File: config.mk
export PLATFORM = sky130hd
export DESIGN_NAME = branch_seq_ctrl
export DESIGN_NICKNAME = d
export VERILOG_FILES = /design/src/rtl/branch_seq_ctrl.sv
export SDC_FILE = /design/constraint.sdc
export NUM_CORES = 1
export LEC_CHECK = 0
export CAP_MARGIN = 10
export CORE_UTILIZATION = 43
export DETAILED_ROUTE_END_ITERATION = 7
export PLACE_DENSITY = 0.67
export SYNTH_ARGS = -nofsm -noshare
export SYNTH_HDL_FRONTEND = slang
export SYNTH_SLANG_ARGS = --single-unit
File: constraint.sdc
create_clock -name clk -period 6.8 [get_ports clk]
set_clock_uncertainty 0.15 [all_clocks]
set_input_delay 1.36 -clock clk [delete_from_list [all_inputs] [get_ports clk]]
set_output_delay 1.36 -clock clk [all_outputs]
set_load 0.02 [all_outputs]
File: src/rtl/branch_seq_ctrl.sv
// Multicycle fetch/decode/execute sequencer for B, CBZ and CBNZ; owns the 64-bit PC.
// Optional BR_STATS_EN adds saturating br_taken_cnt / retire_cnt counters.
module branch_seq_ctrl #(
  parameter logic [63:0] RESET_PC  = 64'h0,
  parameter logic [31:0] HALT_WORD = 32'hD4400000
) (
  input  logic        clk,
  input  logic        reset_n,
  input  logic        start,
  output logic        if_req,
  output logic [63:0] if_addr,
  input  logic        if_ack,
  input  logic [31:0] if_data,
  output logic [4:0]  rf_addr,
  input  logic [63:0] rf_data,
  output logic [63:0] pc,
  output logic        retire,
  output logic        br_taken,
  output logic        busy,
  output logic        halted
`ifdef BR_STATS_EN
  ,
  output logic [15:0] br_taken_cnt,
  output logic [15:0] retire_cnt
`endif
);

  typedef enum logic [2:0] {IDLE, FETCH, DECODE, READ, EXEC, UPDATE, HALTED} state_t;
  typedef enum logic [1:0] {K_NONE, K_B, K_CBZ, K_CBNZ} kind_t;

  state_t      state;
  kind_t       kind;
  kind_t       dec_kind;
  logic [31:0] instr;
  logic [63:0] imm, dec_imm, opnd, next_pc, target;
  logic        take;

  assign if_addr = pc;
  assign rf_addr = instr[4:0];
  assign target  = pc + (imm << 2);

  // NOTE: every always_comb output gets a default first so no path infers a latch.
  always_comb begin
    dec_kind = K_NONE;
    dec_imm  = '0;
    if (instr[31:26] == 6'b000101) begin
      dec_kind = K_B;
      dec_imm  = {{38{instr[25]}}, instr[25:0]};
    end else if (instr[31:24] == 8'b10110100) begin
      dec_kind = K_CBZ;
      dec_imm  = {{45{instr[23]}}, instr[23:5]};
    end else if (instr[31:24] == 8'b10110101) begin
      dec_kind = K_CBNZ;
      dec_imm  = {{45{instr[23]}}, instr[23:5]};
    end
  end

  always_comb begin
    take = 1'b0;
    case (kind)
      K_B:     take = 1'b1;
      K_CBZ:   take = (opnd == 64'd0);
      K_CBNZ:  take = (opnd != 64'd0);
      default: take = 1'b0;
    endcase
  end

  // NOTE: sequential state uses non-blocking assignments only, so every register
  // samples pre-edge values regardless of statement order.
  always_ff @(posedge clk or negedge reset_n) begin
    if (!reset_n) begin
      state    <= IDLE;
      pc       <= RESET_PC;
      instr    <= '0;
      opnd     <= '0;
      imm      <= '0;
      kind     <= K_NONE;
      next_pc  <= '0;
      if_req   <= 1'b0;
      retire   <= 1'b0;
      br_taken <= 1'b0;
      busy     <= 1'b0;
      halted   <= 1'b0;
    end else begin
      retire   <= 1'b0;
      br_taken <= 1'b0;
      case (state)
        IDLE: if (start) begin
          state  <= FETCH;
          if_req <= 1'b1;
          busy   <= 1'b1;
        end
        FETCH: if (if_ack) begin
          instr  <= if_data;
          if_req <= 1'b0;
          if (if_data == HALT_WORD) begin
            state  <= HALTED;
            busy   <= 1'b0;
            halted <= 1'b1;
          end else begin
            state <= DECODE;
          end
        end
        DECODE: begin
          kind  <= dec_kind;
          imm   <= dec_imm;
          state <= (dec_kind == K_CBZ || dec_kind == K_CBNZ) ? READ : EXEC;
        end
        READ: begin
          // Register 31 reads as XZR for the compare-and-branch forms.
          opnd  <= (instr[4:0] == 5'd31) ? 64'd0 : rf_data;
          state <= EXEC;
        end
        EXEC: begin
          next_pc  <= take ? target : pc + 64'd4;
          retire   <= 1'b1;
          br_taken <= take;
          state    <= UPDATE;
        end
        UPDATE: begin
          pc     <= next_pc;
          if_req <= 1'b1;
          state  <= FETCH;
        end
        HALTED:  state <= HALTED;
        default: state <= IDLE;
      endcase
    end
  end

`ifdef BR_STATS_EN
  always_ff @(posedge clk or negedge reset_n) begin
    if (!reset_n) begin
      br_taken_cnt <= '0;
      retire_cnt   <= '0;
    end else begin
      if (br_taken && br_taken_cnt != 16'hFFFF) br_taken_cnt <= br_taken_cnt + 16'd1;
      if (retire && retire_cnt != 16'hFFFF)     retire_cnt   <= retire_cnt + 16'd1;
    end
  end
`endif

endmodule

---- Yosys cells after proc, flatten, opt, wreduce, memory -nomap -nowiden ----
Index checks and enable logic that the tools add are counted.
word-level totals
  register bits ........................... 296
  latch bits .............................. 0
  RAM bits ................................ 0
  memory bits (read-only) ................. 0
  input bits .............................. 100
  output and inout port bits .............. 138
  word-level logic and storage cells ...... 66
  memories kept ........................... 0
operators by class
  add/subtract/negate cells ............... 2
  multiply operators ...................... 0
  div/mod/pow operators ................... 0
  order comparisons ....................... 0
  equal/unequal tests ..................... 19
  shifts and indexed selects .............. 0
  mux-type cells .......................... 22
  bitwise operators ....................... 0
  reductions and logical operators ........ 11
operator list
  operator                                                          number
  62-bit 2-to-1 mux                                                 3
  64-bit 2-to-1 mux                                                 2
  64-bit by 3-bit adder with 64-bit output (second input constant)  1
  64-bit adder                                                      1
  64-bit zero test                                                  1
  64-bit nonzero test                                               1
  32-bit == test (second input constant)                            1
  3-bit one-hot mux with 7 select lines                             1
  8-bit == test (second input constant)                             2
  3-bit 2-to-1 mux                                                  4
  3-bit == test (second input constant)                             3
  2-bit == test (second input constant)                             4
  3-bit by 2-bit == test with 1-bit output (second input constant)  2
  6-bit by 3-bit == test with 1-bit output (second input constant)  1
  1-bit 2-to-1 mux                                                  6
  2-bit 2-to-1 mux                                                  3
  2-bit inequality test (second input constant)                     3
  1-bit one-hot mux with 3 select lines                             2
  3-bit AND reduction                                               2
  5-bit == test (second input constant)                             1
  2-bit AND reduction                                               2
  4-bit AND reduction                                               1
  3-bit by 1-bit == test with 1-bit output (second input constant)  1
  3-bit zero test                                                   1
  other kinds (5)                                                   5

---- Logic depth before layout (Yosys ltp) ----
Gate-level depths: netlist of run 1.
  depth in word-level cells ............... 8
  depth in mapped cells ................... 20
  depth with buffers taken out ............ 19

---- Least setup slack after synthesis of run 1 ----
No wires, ideal clock.
  path type ............................... flip-flop to flip-flop
  start point ............................. register opnd[29]
  end point ............................... register next_pc[62]
  setup time .............................. 0.128 ns
  data arrival time ....................... 4.797 ns
  required time ........................... 6.522 ns
  setup slack ............................. 1.726 ns
  cell stages (with the launch flop) ...... 21
  buffers on the path ..................... 1
  period minus slack after synthesis ...... 5.074 ns
  path through ............................ dfrtp_1 nor4_1 nand4_1 nor3_1 nand2_1 xor2_1 clkbuf_1 or2_2 ha_1 inv_1 fa_1 nand2b_1 a21oi_1 nor2b_1 o311ai_0 a31oi_1 a211oi_1 o22ai_1 or4_1 o221ai_1 nand3b_1
on the way
  word-level cells in the longest chain between the ends .. 3
  elaborated cells between the ends (all ways) .. 4
  those cells by class .................... 2 x mux; 2 x reduce/logical
ends and longest elaborated chain
  item                                                            RTL line  text
  start: declaration                                              35        logic [63:0] imm, dec_imm, opnd, next_pc, target;
  start signal: assignment                                        111       opnd <= (instr[4:0] == 5'd31) ? 64'd0 : rf_data;
  64-bit nonzero test / 64-bit zero test (equally long branches)  63, 62
  1-bit one-hot mux with 3 select lines (*)                       60        case (kind)
  64-bit 2-to-1 mux (*)                                           115       next_pc <= take ? target : pc + 64'd4;
  end signal: assignment                                          115
  end: declaration                                                35
Every way passes the cells marked *; elsewhere a longest branch is shown, timed or not.
A chain may end at the register's enable or synchronous reset.

---- Final worst setup path of run 1 ----
  start point ............................. register opnd[5]
  end point ............................... register next_pc[62]
The elaborated chain is that of the path after synthesis.

==> impl_metrics.ini, run 1 <==
[status]
status = finished clean

[timing]
fmax_mhz = 173
finalCritPeriodShare_pct = 85.1
maxSlewHeadroom_pct = 23.4
drv_slew = 0
setup_viol = 0
layout_min_cycle_time_ns = 5.79
worst_pin_slew_ns = 1.15
finalSetupTns_ns = 0
rsz0062_at_grt = false
hold_viol = 0

[detailed_routing]
viasPerCell = 5.70
wl_per_cell_um = 18.8
wirelength_mm = 37.9
via_count = 11500
drtIter0Drc = 1110
drt_pass1_iterations = 6
route.detailed.drc = 0
drtAntennaViolNets = 0

[clock_tree]
cts.sinks = 260
insertion_delay_ns = 0.56
cts-root-buf = clkbuf_16
post-cts-setup-buffers = 0
hold_buffers = 0
htreeDepth = 1
clockBufferDepth = 3
path_clk_slew_ns = 0.06
cts_buffers = 30
cts_tree = yes
postCtsResizedCells = 0

[synthesis]
syn_area_mm2 = 0.0141
ys_warn_count = 0
ys_async_sr_fraction_pct = 100
synth_seq_cells = 260
seq_area_frac_synth_pct = 46.0
synth-edff-count = 0
syn-num-nets = 1552
synth_area_per_cell_um2 = 9.91
ys_types = 73
ys.flop_type = dfrtp_1
synth_cells = 1426

[setup_path]
cp_max_fo = 26
required_ns = 7.07
r2r_slack_ns = 1.01
r2r-start = opnd[5]
r2r_end = next_pc[62]
reg2reg_depth = 20
cp.arrival_ns = 6.06
cp-start-kind = register
critPathCaptureType = register
criticalPathCategory = register to register

[min_path]
hold_depth = 1
worstHoldPathType = register to register
holdPathEnd = halted
hp-start = halted

[die]
rows = 66
start_util_pct = 43.6
core_area_mm2 = 0.0325
die_w_um = 183
die-area_mm2 = 0.0336
io_pins = 238
fp.dieH_um = 183

[global_routing]
grt_start_max_net_pins = 184
grt_pass1_wl_mm = 61.2
grt_usage_pct = 22.6
grt_antenna_before_repair = 0
grt-ovfl-total = 0
grt_pass1_vias = 11000

[power_and_ir_drop]
total_power_uw = 8360
p_per_area_mw_per_mm2 = 481
p_leak_uw = 0.00725
ir_drop_v = 0.000248

[cells_and_area]
nNetsFinal = 1675
drive_gt1_share_pct = 12.1
synthToLayoutAreaGrowth_pct = 22.9
fill_cells = 2878
antenna_cells = 0

[job]
drv_cap = 0

[placement]
place_congestion = 0.919
hpwl_mm = 26.7
port_buffers = 237
critical path, stage by stage, from the launching register on:
cell and delay [ns]:
dfrtp_1 0.38, nor4_1 0.37, nand4_1 0.23, nor3_1 0.33
nand2_1 0.18, xor2_2 0.17, buf_4 0.29, or2_2 0.16
ha_1 0.19, inv_1 0.07, fa_1 0.40, nand2b_1 0.19
a21oi_1 0.20, nor2b_1 0.13, o311ai_0 0.49, a31oi_1 0.29
a211oi_1 0.39, o22ai_1 0.20, or4_1 0.54, o221ai_1 0.20
nand3b_1 0.12
cells by family (layout without fill, tap and decap cells):
logic type | count (synthesis) | in the layout | synth area share, %
xor gates and xnor gates | 52 | 52 | 3.22
buffers and inverters | 176 | 323 | 6.61
AOI/OAI and AO/OA | 342 | 342 | 16.7
muxes | 115 | 115 | 9.02
adders and majority gates | 26 | 26 | 2.35
DFF | 260 | 260 | 46.0
and+or+nand+nor | 455 | 455 | 16.1
registers in the layout, indices dropped and copies added, names as in the netlist, 2 cells and up:
signal   cells
if_addr     64
next_pc     64
opnd        64
instr       32
imm         26
state        3
kind         2
Yosys cell counts, drive strengths merged, types with 11 or more instances:
master	number	area [um2]
dfrtp	260	6510
nand2	128	480
mux2	99	1110
nor2	94	360
buf	81	578
o21ai	79	399
clkbuf	76	285
a21oi	68	344
a22o	65	569
nor3	40	211
nor4	34	213
nand3	33	165
xnor2	32	280
nor2b	26	163
ha	25	313
a22oi	24	185
nand4	21	131
xor2	20	175
inv	19	71.3
mux2i	16	160
and3	15	93.8
o211ai	13	97.6
a21o	12	90.1
or4	12	90.1
nand2b	11	68.8
o31ai	11	82.6
area by class of cell:
| cell class | instances | area, um2 | area share (%) |
|---|---|---|---|
| Clock inverter | 16 | 160 | 0.922 |
| Sequential cell | 260 | 6510 | 37.5 |
| Clock buffer | 40 | 858 | 4.94 |
| Timing Repair Buffer | 248 | 2470 | 14.2 |
| Tap cell | 442 | 553 | 3.18 |
| Multi-Input combinational cell | 990 | 6750 | 38.9 |
| Inverter | 19 | 71.3 | 0.411 |
how the worst max path moves through the flow:
stage / startpoint / to / slack, ns / cells past startpoint
2_1_floorplan: opnd[29] / next_pc[62] / 1.73 / 20
3_3_place_gp: opnd[8] / next_pc[56] / 1.21 / 18
3_5_place_dp: opnd[8] / next_pc[62] / 1.07 / 20
4_1_cts: opnd[8] / next_pc[62] / 1.04 / 20
5_1_grt: opnd[5] / next_pc[62] / 0.49 / 20
6_report: opnd[5] / next_pc[62] / 1.01 / 20
report_power, final:
group          switching [uW]  leakage [uW]  internal [uW]
combinational            2050       0.00345           1770
sequential                722       0.00330           2200
clock                     659      0.000499            964
total                    3430       0.00725           4930
through the flow:
step	utilization [%]	worst slack, ns	hold WS [ns]	instances	cell area, um2
after global routing	53.5	0.495	0.336	2015	17400
after detailed placement	50.4	1.07	0.303	1959	16400
after global placement	50.4	1.21	0.292	1959	16400
final	53.5	1.01	0.318	2015	17400
after floorplan	-	1.73	0.285	1426	14100
after CTS	53.5	1.04	0.324	2015	17400
routing by layer:
layer,part of all wire [%],wire (um),GRT usage (%)
met2,44,16700,34.1
met4,2.0,770,5.57
met1,48,18300,34.3
met3,5.7,2150,2.86
met5,0,0,0
layout by cell type (no fill, tap or decap), types with 6 or more instances in the layout:
master and instances:
a21oi_1 67, xnor2_1 32, nor4_1 34, a22o_1 65
o21ai_0 73, nand3_1 32, dfrtp_1 260, mux2i_1 16
clkdlybuf4s50_1 236, nand2_1 128, nor3_1 36, nand2b_1 11
or3_1 7, mux2_2 99, buf_4 10, a22oi_1 23
or2_2 6, clkinv_2 7, xor2_1 19, or4_1 12
a21o_1 12, clkbuf_16 30, and3_1 15, clkbuf_8 7
o211ai_1 13, inv_1 19, nor2_1 92, a211oi_1 7
o31a_1 6, o21bai_1 6, nand4_1 21, and2_1 9
o31ai_1 11, nor2b_1 26, ha_1 25
Power figures use the tool's default switching activity.
==> inputs of run 2 (changes only) <==
--- a/config.mk
+++ b/config.mk
@@ -5,10 +5,10 @@
 export SDC_FILE = /design/constraint.sdc
 export NUM_CORES = 1
 export LEC_CHECK = 0
-export CAP_MARGIN = 10
 export CORE_UTILIZATION = 43
 export DETAILED_ROUTE_END_ITERATION = 7
 export PLACE_DENSITY = 0.67
+export SKIP_LAST_GASP = 1
 export SYNTH_ARGS = -nofsm -noshare
 export SYNTH_HDL_FRONTEND = slang
 export SYNTH_SLANG_ARGS = --single-unit
==> results of run 2 <==
The final DEF is identical to that of run 1; final timing and power are the same.
==> inputs of run 3 (changes only) <==
--- a/config.mk
+++ b/config.mk
@@ -5,9 +5,10 @@
 export SDC_FILE = /design/constraint.sdc
 export NUM_CORES = 1
 export LEC_CHECK = 0
+export CORE_MARGIN = 8
 export CORE_UTILIZATION = 43
 export DETAILED_ROUTE_END_ITERATION = 7
-export PLACE_DENSITY = 0.67
+export DONT_BUFFER_PORTS = 1
 export SKIP_LAST_GASP = 1
 export SYNTH_ARGS = -nofsm -noshare
 export SYNTH_HDL_FRONTEND = slang
==> run 3 against run 2 <==
Design area fell by 13%. Combinational power fell by 28%. Clock-buffer cell count rose by 1. Largest cell class unchanged. Fmax fell by 2.6%. Die area rose by 16%. Critical endpoint unchanged. Sequential power rose by 14%. Hold slack improved by 0.0037 ns. Utilization fell by 7.1 points.
==> impl_metrics.ini, run 3 (same netlist as run 1, synthesis figures left out) <==
[status]
status = finished clean

[min_path]
worstHoldPathType = register to register

[die]
io_pins = 238
core_area_mm2 = 0.0325
die-area_mm2 = 0.0389
die_w_um = 197
rows = 66
fp.dieH_um = 197
start_util_pct = 43.6

[setup_path]
required_ns = 7.09
criticalPathCategory = register to register
slowest_delay_ns = 0.54
cp.arrival_ns = 6.24
critPathCaptureType = register
crit_slowest_cell = o311ai_0
cp_max_fo = 11
cp-start-kind = register
path_cells = nor4_1 > nand4_1 > nor3_1 > nand2_1 > xor2_2 > or2_2 > ha_1 > inv_1 > fa_1 > nand2b_1 > a21oi_1 > nor2b_1 > o311ai_0 > a31oi_1 > a211oi_1 > o22ai_1 > or4_1 > o221ai_1 > nand3b_1

[timing]
drv_slew = 0
finalSetupTns_ns = 0
fin_ws_ns = 0.859
finalCritPeriodShare_pct = 87.4
setup_viol = 0
rsz0062_at_grt = false
fmax_mhz = 168
maxSlewHeadroom_pct = 25.3
hold-worst-slack_ns = 0.322
layout_min_cycle_time_ns = 5.94
hold_viol = 0
worst_pin_slew_ns = 1.12

[detailed_routing]
viasPerCell = 5.87
route.detailed.drc = 0
drtAntennaViolNets = 0
wl_met2_mm = 15.9
wirelength_mm = 37.1
top_layer_used = met4
wl_met3_mm = 3.14
via_count = 10400
drt-met1-wl_mm = 17.3
drt_pass1_iterations = 5
wl_per_cell_um = 20.9
drtIter0Drc = 826

[power_and_ir_drop]
clkPwrFrac_pct = 22.3
p_leak_uw = 0.00640
pwr-share-comb_pct = 34.9
seq_power_share_pct = 42.8
power.internal_uw = 4500
p_sw_uw = 3300
switching_share_pct = 42.3
p_per_area_mw_per_mm2 = 518
ir_drop_v = 0.000249

[cells_and_area]
multiInputGateArea_mm2 = 0.00675
final_common_cell = dfrtp_1
layout_common_cells = dfrtp_1, nand2_1, mux2_2
nNetsFinal = 1439
regArea_mm2 = 0.00651
synthToLayoutAreaGrowth_pct = 6.64
fill_cells = 3052
drive_gt1_share_pct = 14.1
antenna_cells = 0

[clock_tree]
post-cts-setup-buffers = 0
htreeDepth = 1
cts_tree = yes
path_clk_slew_ns = 0.06
insertion_delay_ns = 0.57
cts_buffers = 30
hold_buffers = 0
cts-root-buf = clkbuf_16
cts.sinks = 260
clockBufferDepth = 3
postCtsResizedCells = 0

[job]
drv_cap = 0

[global_routing]
grt-ovfl-total = 0
grt_start_max_net_pins = 261
grt_pass1_wl_mm = 59.7
grt_pass1_vias = 10200
grt_antenna_before_repair = 0
grt_usage_pct = 18.8

[placement]
place_congestion = 0.876
post-place-ws_ns = 0.774
port_buffers = 0
hpwl_mm = 26.2
## run 3: cell count changes in the layout (fill, tap and decap cells not counted)
cell	change
clkdlybuf4s50_1	-236
bufinv_16	+3
clkinv_2	-3
buf_4	+2
buf_12	-1
buf_8	-1
clkbuf_1	+1
clkinv_16	+1
clkinv_4	-1
clkinv_8	-1
clkinvlp_4	-1
inv_6	+1
## run 3: routing by layer
| layer | vias up | global-route usage [%] |
|---|---|---|
| met3 | 49 | 5.60 |
| met2 | 335 | 28.0 |
| met5 | - | 0 |
| met4 | 0 | 4.10 |
| li1 | 4923 | - |
| met1 | 5128 | 26.6 |
## run 3: power by group through the flow
| stage | logic (uW) | registers (uW) | clock network (uW) |
|---|---|---|---|
| floorplan | 2750 | 2750 | 0 |
| global placement | 2680 | 3340 | 0 |
| detailed placement | 2720 | 3370 | 0 |
| CTS | 2730 | 3340 | 1790 |
| global route | 3040 | 3460 | 1840 |
| finish | 2730 | 3340 | 1740 |
## run 3: area by class of cell
cell class	count	area share [%]
clock buffers	41	5.72
clock inverters	15	1.60
inverters	19	0.473
multi-input cells	990	44.8
flip-flops and latches	260	43.2
well taps	442	3.67
repair buffers	12	0.598
## run 3: final timing paths
kind	start	to	slack, ns	cells after the start
worst min register to register	next_pc[22]	next_pc[22]	0.32	2
worst max-delay path	opnd[43]	next_pc[62]	0.86	19
worst min-delay path	next_pc[22]	next_pc[22]	0.32	2
worst max register to register	opnd[43]	next_pc[62]	0.86	19
min in group asynchronous	reset_n	opnd[48]	0.34	0
max in group asynchronous	reset_n	if_addr[43]	5.64	0
## run 3: through the flow
step	utilization, %	area, um2	power [uW]	cells
finish	46.4	15100	7810	1779
global placement	43.0	14000	6020	1723
CTS	46.4	15100	7860	1779
detailed placement	43.0	14000	6080	1723
floorplan	-	14100	5500	1426
global route	46.4	15100	8340	1779
## run 3: critical path, delay by kind of cell, from the launching register on
kind            cells  cell delay, ns
compound gates      6            1.85
fa+ha+maj           2            0.59
buf+inv             1            0.07
flops               1            0.38
xor+xnor            1            0.44
simple gates        9            2.35
